## src/rtl/bounce_counter.sv

```systemverilog
// Up/down sequencing counter for the LED bank: bounce, wrap-up, wrap-down and
// one-shot runs with endpoint dwell, pause and stop control.
module bounce_counter #(
  parameter int WIDTH   = 4,
  parameter int MIN_VAL = 0,
  parameter int MAX_VAL = 2**WIDTH-1,
  parameter int STEP    = 1,
  parameter int DWELL   = 0
) (
  input  logic             div_clk,
  input  logic             rst,
  input  logic             go_i,
  input  logic             stop_i,
  input  logic             pause_i,
  input  logic [1:0]       mode_i,
  output logic [WIDTH-1:0] count_o,
  output logic             dir_o,
  output logic             busy_o,
  output logic             wrap_o,
  output logic             done_o
);

  localparam logic [1:0] ST_IDLE = 2'd0;
  localparam logic [1:0] ST_UP   = 2'd1;
  localparam logic [1:0] ST_DOWN = 2'd2;
  localparam logic [1:0] ST_TURN = 2'd3;

  localparam logic [1:0] MODE_BOUNCE    = 2'd0;
  localparam logic [1:0] MODE_UP_WRAP   = 2'd1;
  localparam logic [1:0] MODE_DOWN_WRAP = 2'd2;
  localparam logic [1:0] MODE_ONE_SHOT  = 2'd3;

  localparam int DW_W = (DWELL > 0) ? $clog2(DWELL + 1) : 1;

  localparam logic [WIDTH-1:0] MIN_C    = WIDTH'(MIN_VAL);
  localparam logic [WIDTH-1:0] MAX_C    = WIDTH'(MAX_VAL);
  localparam logic [WIDTH-1:0] STEP_C   = WIDTH'(STEP);
  localparam logic [DW_W-1:0]  DWELL_M1 = (DWELL > 0) ? DW_W'(DWELL - 1) : '0;
  localparam logic             HAS_DWELL = (DWELL > 0);

  logic [1:0]       state_q, state_d;
  logic [1:0]       mode_q, mode_d;
  logic [WIDTH-1:0] count_q, count_d;
  logic             dir_q, dir_d;
  logic [DW_W-1:0]  dwell_q, dwell_d;
  logic             wrap_q, wrap_d;
  logic             done_q, done_d;

  logic [WIDTH:0]   up_sum;
  logic             up_clamp;
  logic [WIDTH-1:0] up_val;
  logic [WIDTH-1:0] down_room;
  logic             down_clamp;
  logic [WIDTH-1:0] down_val;
  logic             at_max;
  logic             at_min;
  logic             active;

  // Sum carries an extra bit; the down path compares remaining headroom
  // against STEP so the subtraction itself can never wrap below MIN_VAL.
  always_comb begin
    up_sum     = {1'b0, count_q} + {1'b0, STEP_C};
    up_clamp   = (up_sum >= {1'b0, MAX_C});
    up_val     = up_clamp ? MAX_C : up_sum[WIDTH-1:0];
    down_room  = count_q - MIN_C;
    down_clamp = (down_room <= STEP_C);
    down_val   = down_clamp ? MIN_C : (count_q - STEP_C);
    at_max     = (count_q == MAX_C);
    at_min     = (count_q == MIN_C);
    active     = (state_q != ST_IDLE);
  end

  always_comb begin
    state_d = state_q;
    mode_d  = mode_q;
    count_d = count_q;
    dir_d   = dir_q;
    dwell_d = dwell_q;
    wrap_d  = 1'b0;
    done_d  = 1'b0;

    if (active && stop_i) begin
      state_d = ST_IDLE;
    end else if (active && pause_i) begin
      state_d = state_q;
    end else begin
      case (state_q)
        ST_IDLE: begin
          if (go_i) begin
            mode_d = mode_i;
            if (mode_i == MODE_DOWN_WRAP) begin
              count_d = MAX_C;
              dir_d   = 1'b1;
              state_d = ST_DOWN;
            end else begin
              count_d = MIN_C;
              dir_d   = 1'b0;
              state_d = ST_UP;
            end
          end
        end

        ST_UP: begin
          if (!at_max) begin
            count_d = up_val;
          end else begin
            case (mode_q)
              MODE_BOUNCE: begin
                if (HAS_DWELL) begin
                  dwell_d = DWELL_M1;
                  state_d = ST_TURN;
                end else begin
                  dir_d   = 1'b1;
                  state_d = ST_DOWN;
                end
              end
              MODE_UP_WRAP: begin
                count_d = MIN_C;
                wrap_d  = 1'b1;
              end
              MODE_ONE_SHOT: begin
                done_d  = 1'b1;
                state_d = ST_IDLE;
              end
              default: state_d = ST_IDLE;
            endcase
          end
        end

        ST_DOWN: begin
          if (!at_min) begin
            count_d = down_val;
          end else begin
            case (mode_q)
              MODE_BOUNCE: begin
                if (HAS_DWELL) begin
                  dwell_d = DWELL_M1;
                  state_d = ST_TURN;
                end else begin
                  dir_d   = 1'b0;
                  state_d = ST_UP;
                end
              end
              MODE_DOWN_WRAP: begin
                count_d = MAX_C;
                wrap_d  = 1'b1;
              end
              default: state_d = ST_IDLE;
            endcase
          end
        end

        // dir still names the direction we arrived from until the dwell ends.
        ST_TURN: begin
          if (dwell_q == '0) begin
            state_d = dir_q ? ST_UP : ST_DOWN;
            dir_d   = ~dir_q;
          end else begin
            dwell_d = dwell_q - 1'b1;
          end
        end

        default: state_d = ST_IDLE;
      endcase
    end
  end

  always_ff @(posedge div_clk or posedge rst) begin
    if (rst) begin
      state_q <= ST_IDLE;
      mode_q  <= MODE_BOUNCE;
      count_q <= MIN_C;
      dir_q   <= 1'b0;
      dwell_q <= '0;
      wrap_q  <= 1'b0;
      done_q  <= 1'b0;
    end else begin
      state_q <= state_d;
      mode_q  <= mode_d;
      count_q <= count_d;
      dir_q   <= dir_d;
      dwell_q <= dwell_d;
      wrap_q  <= wrap_d;
      done_q  <= done_d;
    end
  end

  assign count_o = count_q;
  assign dir_o   = dir_q;
  assign busy_o  = (state_q != ST_IDLE);
  assign wrap_o  = wrap_q;
  assign done_o  = done_q;

endmodule

```

## config.mk

```make
export PLATFORM = sky130hd
export DESIGN_NAME = bounce_counter
export DESIGN_NICKNAME = d
export VERILOG_FILES = /design/src/rtl/bounce_counter.sv
export SDC_FILE = /design/constraint.sdc
export NUM_CORES = 1
export LEC_CHECK = 0
export ABC_CLOCK_PERIOD_IN_PS = 2130
export CAP_MARGIN = 20
export CORE_AREA = 5 5 49 51
export DETAILED_ROUTE_END_ITERATION = 16
export DIE_AREA = 0 0 54 56
export PLACE_DENSITY = 0.75
export SLEW_MARGIN = 10
export SYNTH_ARGS = -nofsm -noshare
export SYNTH_HDL_FRONTEND = slang
export SYNTH_SLANG_ARGS = --single-unit
```

## constraint.sdc

```tcl
create_clock -name div_clk -period 2.13 [get_ports div_clk]
set_input_delay 0.213 -clock div_clk [delete_from_list [all_inputs] [get_ports div_clk]]
set_output_delay 0.213 -clock div_clk [all_outputs]
set_load 0.02 [all_outputs]
```

==> metrics.md <==
| Metric | Value |
|---|---|
| Setup TNS | 0 ns |
| Buffers on Ports | 14 |
| Final Hold Vio Count | 0 |
| Met3 wire length | 108 um |
| Hpwl dp | 1.71 mm |
| Layout cells sized above 1 | 0.177 |
| Largest net degree at the start of global routing | 14 |
| H-tree levels | 1 |
| Syn nets | 125 |
| Power per Cell Area | 1410 nW/um^2 |
| Synthesized area | 951 sq um |
| Initial core utilization | 0.500 |
| Row cnt | 16 |
| WL met1 | 999 um |
| Post-synth top area share | 0.289 |
| Crit-path max FO | 4 |
| RePlAce Congestion | 1.01 |
| EDFF count, synth | 0 |
| Remaining Overflow, GRT | 0 |
| Vias in the first global route | 879 |
| Required @ worst endpoint | 2.32 ns |
| Total power draw | 1.68 mW |
| Cts bufs inserted | 3 |
| DRT Pass-1 Iters | 4 |
| Crit path capture type | register |
| CTS Root Cell | clkbuf_4 |
| Pin slew with the least headroom to its limit | 0.439 ns |
| P_leak | 0.519 nW |
| Initial drt markers | 33 |
| Synth unique cells | 42 |
| Yosys top cell by area | dfrtp_1 |
| Post-synthesis sequential area ratio | 0.289 |
| Post-route antenna net violation count | 0 |
| Synthesized flop and latch total | 11 |
| TritonCTS clock tree | done |
| Clk slew on worst S/H paths | 0.08 ns |
| Total track usage | 0.166 |
| Reg2Reg Depth | 6 |
| Max_slew headroom | 0.707 |
| Initial antenna violation count | 0 |
| Max Fclk | 0.478 GHz |
| Vias | 921 |
| Area grow syn2layout | 24.9% |
| Worst hold path class | in -> async |
| Yosys synthesis warning count | 0 |
| Wire per inst | 14.6 um |
| Clk Latency, worst-skew pair | 0.27 ns |
| Avg Inst Size Synth | 8.72 sq um |
| CP Launch Type | register |
| Max_cap viols | 0 |
| Final max-slew violation count | 0 |
| CP arrival | 2.28 ns |
| Final wirelength | 2.30 mm |
| Die Footprint | 3020 sq um |
| First-pass GRT wire length | 3.86 mm |
| Core Box Area | 1900 sq um |
| Synth area leaders | dfrtp_1 29%, ha_1 12%, mux2_2 7.1%, inv_1 3.6%, nor2_1 3.6% |
| DR vias/cell | 5.87 |
| Async S/R FF share, synth | 1.00 |
| Longest Clk Path Bufs | 2 |
| Status | completed |
| Min Tclk post-route | 2.09 ns |
| Die width | 54 um |
| Clock skew | 0.00518 ns |
| Die Ht | 56 um |
| Syn Inst Count | 109 |
| Ant diodes | 0 |
| Layout Nets | 147 |
| Final worst-path cycle share | 0.982 |
| Peak supply drop | 677 uV |
| Io pins | 15 |
| Met2 routed WL | 1.15 mm |
| # DRC | 0 |
| # hold bufs at CTS | 0 |
| Kind of critical path | reg -> reg |
| Final setup vio count | 0 |
| Reg2Reg Setup Slack | 0.04 ns |
| Top Layer Used | met4 |
| Fillers | 157 |
| CTS Sinks | 11 |
| Top FF cell, synth | dfrtp_1 |
-- flip-flops by register name, indices dropped and copies added (netlist names) --
name,flops
dir_o,1
done_o,1
mode_q,2
count_o,4
wrap_o,1
state_q,2
-- cells in the mapped netlist (2+ instances only) --
library cell	count
dfrtp_1	11
ha_1	9
inv_1	9
nor2_1	9
mux2_2	6
nand2_1	6
nand2b_1	5
nor2b_1	4
nor3_1	4
o21ai_0	4
a21oi_1	3
buf_2	3
nand3_1	3
a31oi_1	2
mux2i_1	2
o211ai_1	2
or2_2	2
-- timing repair --
| action | in CTS | in global routing |
|---|---|---|
| endpoints found under the hold margin | 0 | 0 |
| gates resized for setup | 1 | 2 |
| endpoints found under the setup margin | 1 | 5 |
| setup buffers | 0 | 2 |
-- cell families (layout without fill, tap and decap cells) --
kind of cell,after synthesis,count (layout),share of synthesized area
and+or+nand+nor,45,45,0.270
AOI/OAI and AO/OA,23,23,0.175
buffers and inverters,13,34,0.0553
DFF,11,11,0.289
adders and majority gates,9,9,0.118
muxes,8,8,0.0921
-- placed cells by master (no fill, tap or decap), drive strengths merged, types with 2 or more instances in the layout --
| cell | n |
|---|---|
| or2 | 3 |
| nand2 | 6 |
| clkdlybuf4s50 | 13 |
| mux2 | 6 |
| mux2i | 2 |
| nand2b | 5 |
| clkbuf | 4 |
| a21oi | 3 |
| o211ai | 2 |
| dfrtp | 11 |
| nor2 | 9 |
| inv | 9 |
| a31oi | 2 |
| nor3 | 4 |
| ha | 9 |
| o21ai | 5 |
| o31a | 2 |
| nor2b | 4 |
| buf | 7 |
| nand3 | 3 |
-- through the flow --
stage               setup slack (ns)  cell area (sq um)  hold WS (ns)   util  instances
finish                        0.0391               1190         0.235  0.624        157
global route                 -0.0518               1190         0.251  0.624        157
CTS                           0.0643               1170         0.244  0.614        155
detailed placement            0.0855               1140         0.535  0.601        151
global placement               0.174               1140         0.527  0.601        151
floorplan                      0.137                951        0.0654      -        109
-- power breakdown --
group	switching (mW)	internal (mW)
Combinational	0.573	0.532
Clock	0.0733	0.0724
Sequential	0.138	0.290
Total	0.785	0.895
-- worst max-delay path, stage by stage, from the launching register on --
cell and delay, ns:
dfrtp_1 0.42, inv_1 0.12, ha_1 0.24, or2_0 0.23, a221o_1 0.35, or4b_1 0.51, a21oi_1 0.15
-- cell type report --
class                      count  area [sq um]  share of cell area
sequential                    11           277               0.233
tap                           27          33.8              0.0285
clock buffer                   4          26.3              0.0221
timing repair buffer          21           191               0.161
inverter                       9          33.8              0.0285
multi-input combinational     85           626               0.527
-- worst paths after layout --
check | startpoint | to
setup / recovery | state_q[1] | state_q[0]
hold / removal | rst | mode_q[0]
setup reg to reg | state_q[1] | state_q[0]
hold reg to reg | dir_o | dir_o
max in group asynchronous | rst | state_q[0]
min in group div_clk | mode_i[1] | mode_q[1]
-- metal layers --
| layer | vias to the layer above | track usage |
|---|---|---|
| met5 | - | 0 |
| met4 | 0 | 0.0463 |
| met3 | 8 | 0.0429 |
| met2 | 31 | 0.273 |
| met1 | 445 | 0.209 |
| li1 | 437 | - |
(Power assumes the default switching activity.)
==> variant 1: new RTL, same flow settings <==
`WIDTH`: 4 -> 5.
--- a/src/rtl/bounce_counter.sv
+++ b/src/rtl/bounce_counter.sv
@@ -2,5 +2,5 @@
 // one-shot runs with endpoint dwell, pause and stop control.
 module bounce_counter #(
-  parameter int WIDTH   = 4,
+  parameter int WIDTH   = 5,
   parameter int MIN_VAL = 0,
   parameter int MAX_VAL = 2**WIDTH-1,
Ports: changed (resized count_o); port bits go from 15 to 16. No check against the original RTL was run, so the function may have changed too.
==> variant 1 against the unedited design <==
  * Worst setup slack better by 0.032 ns
  * Area after synthesis is 16% higher
  * Power is 31% higher
  * Cell area is 21% higher
  * Maximum frequency is 1.6% higher
  * Critical endpoint is now dir_o
  * Sequential power is 1% higher
  * Routed wire length is 33% higher
  * Sequential share of layout area is 2.2 points lower
  * Sequential cell count is 1 higher
  * Global-route usage is 6.0 points higher
==> variant 1: results (changes against the unedited design) <==
- The wire length of the first global-routing pass is 5130 um (+33%).
- The maximum VDD drop is 1090 uV (+62%).
- The number of flip-flops in the largest register is 5 (+1).
- The met1 capacity usage during global routing came to 0.247 (+0.0382).
- Clock tree synthesis selected as its root buffer the cell sky130_fd_sc_hd__clkbuf_4.
- The synthesized-area fraction occupied by ao, oa, aoi and oai cells is 0.274 (+0.0992).
- The worst slew slack as a fraction of its limit is 0.645 (-0.0621).
- The all-layer global routing usage is 0.226 (+0.0599).
- The flow ran to the end, and the final reports show no timing, DRC or antenna violations.
- The delay contributed by the slowest stage of the critical path was 0.49 ns (-0.02 ns).
- The area share of fa/ha/maj cells after synthesis was 0.125 (+0.00672).
- In this run the critical register-to-register path is launched from count_o[0].
- The met3 wire length is 168 um (+56%).
- The count of different cell masters after synthesis was 43 (+2.4%).
- The sum of net half-perimeters after detailed placement is 2420 um (+42%).
- The number of nets at the end of the flow is 167 (+14%).
- The leakage power summed over all cells is 0.642 nW (+24%).
- The number of global-route vias before repair is 1170 (+33%).
- The total length of routed met2 wires came to 1580 um (+37%).
- The peak fanout along the critical path is 5 (+1).
- The wire length after detailed routing was 3050 um (+33%).
- The share of cell area taken by muxes after synthesis is 0.0341 (-0.0580).
- The class of the tightest hold or removal check is input port to asynchronous set/reset pin.
- The parity-gate share of the synthesized area counting xor and xnor cells is 0.0398 (+0.0398).
- The met3 demand-to-capacity share in global routing is 0.0241 (-0.0188).
- The final estimated routing congestion in global placement is 0.941 (-6.4%).
- The ratio of routed vias to standard cells came to 6.18 (+5.3%).
- The clock skew after layout is 0.00921 ns (+0.00403 ns).
- The share of synthesized area occupied by flip-flops and latches is 0.273 (-0.0164).
- On the critical path, the stage with the largest delay is an instance of sky130_fd_sc_hd__or4b_4.
- The area after detailed placement is 1380 um2 (+21%).
- The met2 demand-to-capacity share in global routing was 0.394 (+0.121).
- The total nets after synthesis is 137 (+9.6%).
- The number of input and output port buffers inserted came to 15 (+1).
- The routed metal-1 wire length came to 1170 um (+17%).
- The initial DRC count is 40 (+21%).
- After synthesis, the most frequently instantiated cells are sky130_fd_sc_hd__dfrtp_1 (12), sky130_fd_sc_hd__ha_1 (11), sky130_fd_sc_hd__inv_1 (11).
- The worst path arrival time is 2.21 ns (-0.07 ns).
- In the post-synthesis netlist, the biggest area contributors are sky130_fd_sc_hd__dfrtp_1 (27%), sky130_fd_sc_hd__ha_1 (13%), sky130_fd_sc_hd__a211oi_1 (4.1%), sky130_fd_sc_hd__o2bb2ai_1 (4.0%), sky130_fd_sc_hd__xor2_1 (4.0%).
- The share of layout cells above drive strength 1 is 0.230 (+0.0528).
- The pin count of the biggest net entering global routing is 13 (-1).
-- variant 1: area by class of cell --
cell class	instances	area (um2)
inverter	11	46.3
timing repair buffer	30	265
tap	27	33.8
clock buffer	4	36.3
sequential	12	303
multi-input combinational	91	754
fill	142	463
-- variant 1: metrics by stage --
stage	std cells	total power [mW]
floorplan	119	1.43
global placement	170	1.91
detailed placement	170	1.97
CTS	174	2.17
global route	175	2.38
finish	175	2.21
-- variant 1: what timing repair did --
item | in CTS | in global routing
resized for setup | 0 | 5
setup buffers | 0 | 1
endpoints found under the setup margin | 0 | 2
-- variant 1: where the power goes --
part	switching [mW]	internal (mW)	total (mW)	leakage, nW
combinational	0.853	0.734	1.59	0.472
sequential	0.113	0.323	0.435	0.149
clock	0.0793	0.104	0.183	0.0210
-- variant 1: final timing paths --
path,to,slack [ns],depth (start not counted)
max,dir_o,0.07,6
min,state_q[0],0.25,2
min in group div_clk,dir_o,0.59,1
min reg2reg,dir_o,0.59,1
max in group asynchronous,count_o[0],1.52,2
max reg2reg,dir_o,0.07,6
==> variant 2: new RTL, same flow settings <==
Made on the original files. Add an input register stage for `go_i`, `stop_i`, `pause_i` and `mode_i`; this delays them by one clock.
--- a/src/rtl/bounce_counter.sv
+++ b/src/rtl/bounce_counter.sv
@@ -39,4 +39,16 @@
   localparam logic             HAS_DWELL = (DWELL > 0);
 
+  logic go_q;
+  logic stop_q;
+  logic pause_q;
+  logic [1:0] mode_r;
+
+  always_ff @(posedge div_clk) begin
+    go_q    <= go_i;
+    stop_q  <= stop_i;
+    pause_q <= pause_i;
+    mode_r  <= mode_i;
+  end
+
   logic [1:0]       state_q, state_d;
   logic [1:0]       mode_q, mode_d;
@@ -80,14 +92,14 @@
     done_d  = 1'b0;
 
-    if (active && stop_i) begin
+    if (active && stop_q) begin
       state_d = ST_IDLE;
-    end else if (active && pause_i) begin
+    end else if (active && pause_q) begin
       state_d = state_q;
     end else begin
       case (state_q)
         ST_IDLE: begin
-          if (go_i) begin
-            mode_d = mode_i;
-            if (mode_i == MODE_DOWN_WRAP) begin
+          if (go_q) begin
+            mode_d = mode_r;
+            if (mode_r == MODE_DOWN_WRAP) begin
               count_d = MAX_C;
               dir_d   = 1'b1;
Check against the original RTL: not equivalent (Yosys sat finds a counterexample within 4 cycles, from zero or initial values and one cycle with rst high).
==> variant 2 against the unedited design <==
  * Area after synthesis increased by 15%
  * Cell count increased by 1.9%
  * Power increased by 13%
  * Combinational power increased by 4%
  * Cell area increased by 11%
  * Sequential cell count increased by 5
  * Maximum frequency increased by 4.1%
  * Worst setup slack improved by 0.082 ns
  * Routed wire length increased by 3.7%
  * Utilization increased by 7.0 points
  * Non-clock buffer count decreased by 1
  * Worst hold slack got worse by 0.032 ns
  * Critical path type unchanged
  * Critical endpoint unchanged
==> variant 2: results (changes against the unedited design) <==
- The via count of the routed design was 931 (+1.1%).
- The run finished with clean final reports.
- The sum of net half-perimeters after detailed placement was 1840 um (+7.6%).
- By count the netlist is led by sky130_fd_sc_hd__dfrtp_1 (11), sky130_fd_sc_hd__nor2_1 (11), sky130_fd_sc_hd__inv_1 (10).
- The total nets after synthesis is 131 (+4.8%).
- The post-route clock period utilization came to 0.943 (-0.0385).
- The launching element of the worst setup path is count_o[1].
- The number of global-route vias before repair is 896 (+1.9%).
- The final estimated routing congestion in global placement is 0.856 (-15%).
- Among all stages on the critical path, the largest delay is contributed by sky130_fd_sc_hd__or4_1.
- The clock skew after layout was 0.00861 ns (+0.00343 ns).
- The pin count of the biggest net entering global routing was 15 (+1).
- The worst path arrival time is 2.22 ns (-0.06 ns).
- The area after detailed placement is 1260 um2 (+9.8%).
- The routed length per instance is 14.9 um (+1.8%).
- The met3 demand-to-capacity share in global routing is 0.0188 (-0.0241).
- The peak fanout along the critical path is 7 (+3).
- The wire length of the first global-routing pass is 4070 um (+5.5%).
- By area the synthesized netlist is led by sky130_fd_sc_hd__dfrtp_1 (25%), sky130_fd_sc_hd__ha_1 (10%), sky130_fd_sc_hd__dfxtp_1 (9.1%), sky130_fd_sc_hd__nor2_1 (3.8%), sky130_fd_sc_hd__inv_1 (3.4%).
- The number of signal-net inverters in the final layout was 10 (+1).
- The number of nets at the end of the flow was 150 (+2.0%).
- The final sequential cell count came to 16 (+5).
- The met3 wire length is 97 um (-10%).
- The clock latency at the later pin of the worst-skew pair is 0.29 ns (+0.02 ns).
- The all-layer global routing usage was 0.177 (+0.0107).
- The total length of routed met2 wires is 1160 um (+0.96%).
- The initial DRC count came to 28 (-15%).
- The leakage power summed over all cells is 0.567 nW (+9.3%).
- The count of different cell masters after synthesis is 46 (+9.5%).
- The share of layout cells above drive strength 1 is 0.150 (-0.0265).
- The sequential cell area share is 0.284 (+0.0512).
- The number of fill cells in the layout is 155 (-1.3%).
## variant 2: cells by family (layout without fill, tap and decap cells)
kind of cell | after synthesis | in the layout | share of synthesized area
AOI/OAI and AO/OA | 27 | 27 | 0.184
adders and majority gates | 9 | 9 | 0.103
buffers and inverters | 16 | 34 | 0.0742
DFF | 16 | 16 | 0.342
muxes | 7 | 7 | 0.0753
and+or+nand+nor | 40 | 40 | 0.221
## variant 2: metrics by stage
stage / instances / util / hold slack [ns]
6_report: 160 / 0.695 / 0.203
5_1_grt: 160 / 0.695 / 0.255
4_1_cts: 158 / 0.680 / 0.211
3_5_place_dp: 154 / 0.661 / 0.474
3_3_place_gp: 154 / 0.661 / 0.479
2_1_floorplan: 115 / - / 0.0654
## variant 2: report_power, final
group	switching, mW	leakage [nW]	internal [mW]
combinational	0.589	0.362	0.560
clock	0.0960	0.0210	0.104
sequential	0.164	0.183	0.386
## variant 2: repair_timing
item	in CTS	in global routing
setup buffers	0	2
gates resized for setup	0	3
setup endpoints to repair	0	1
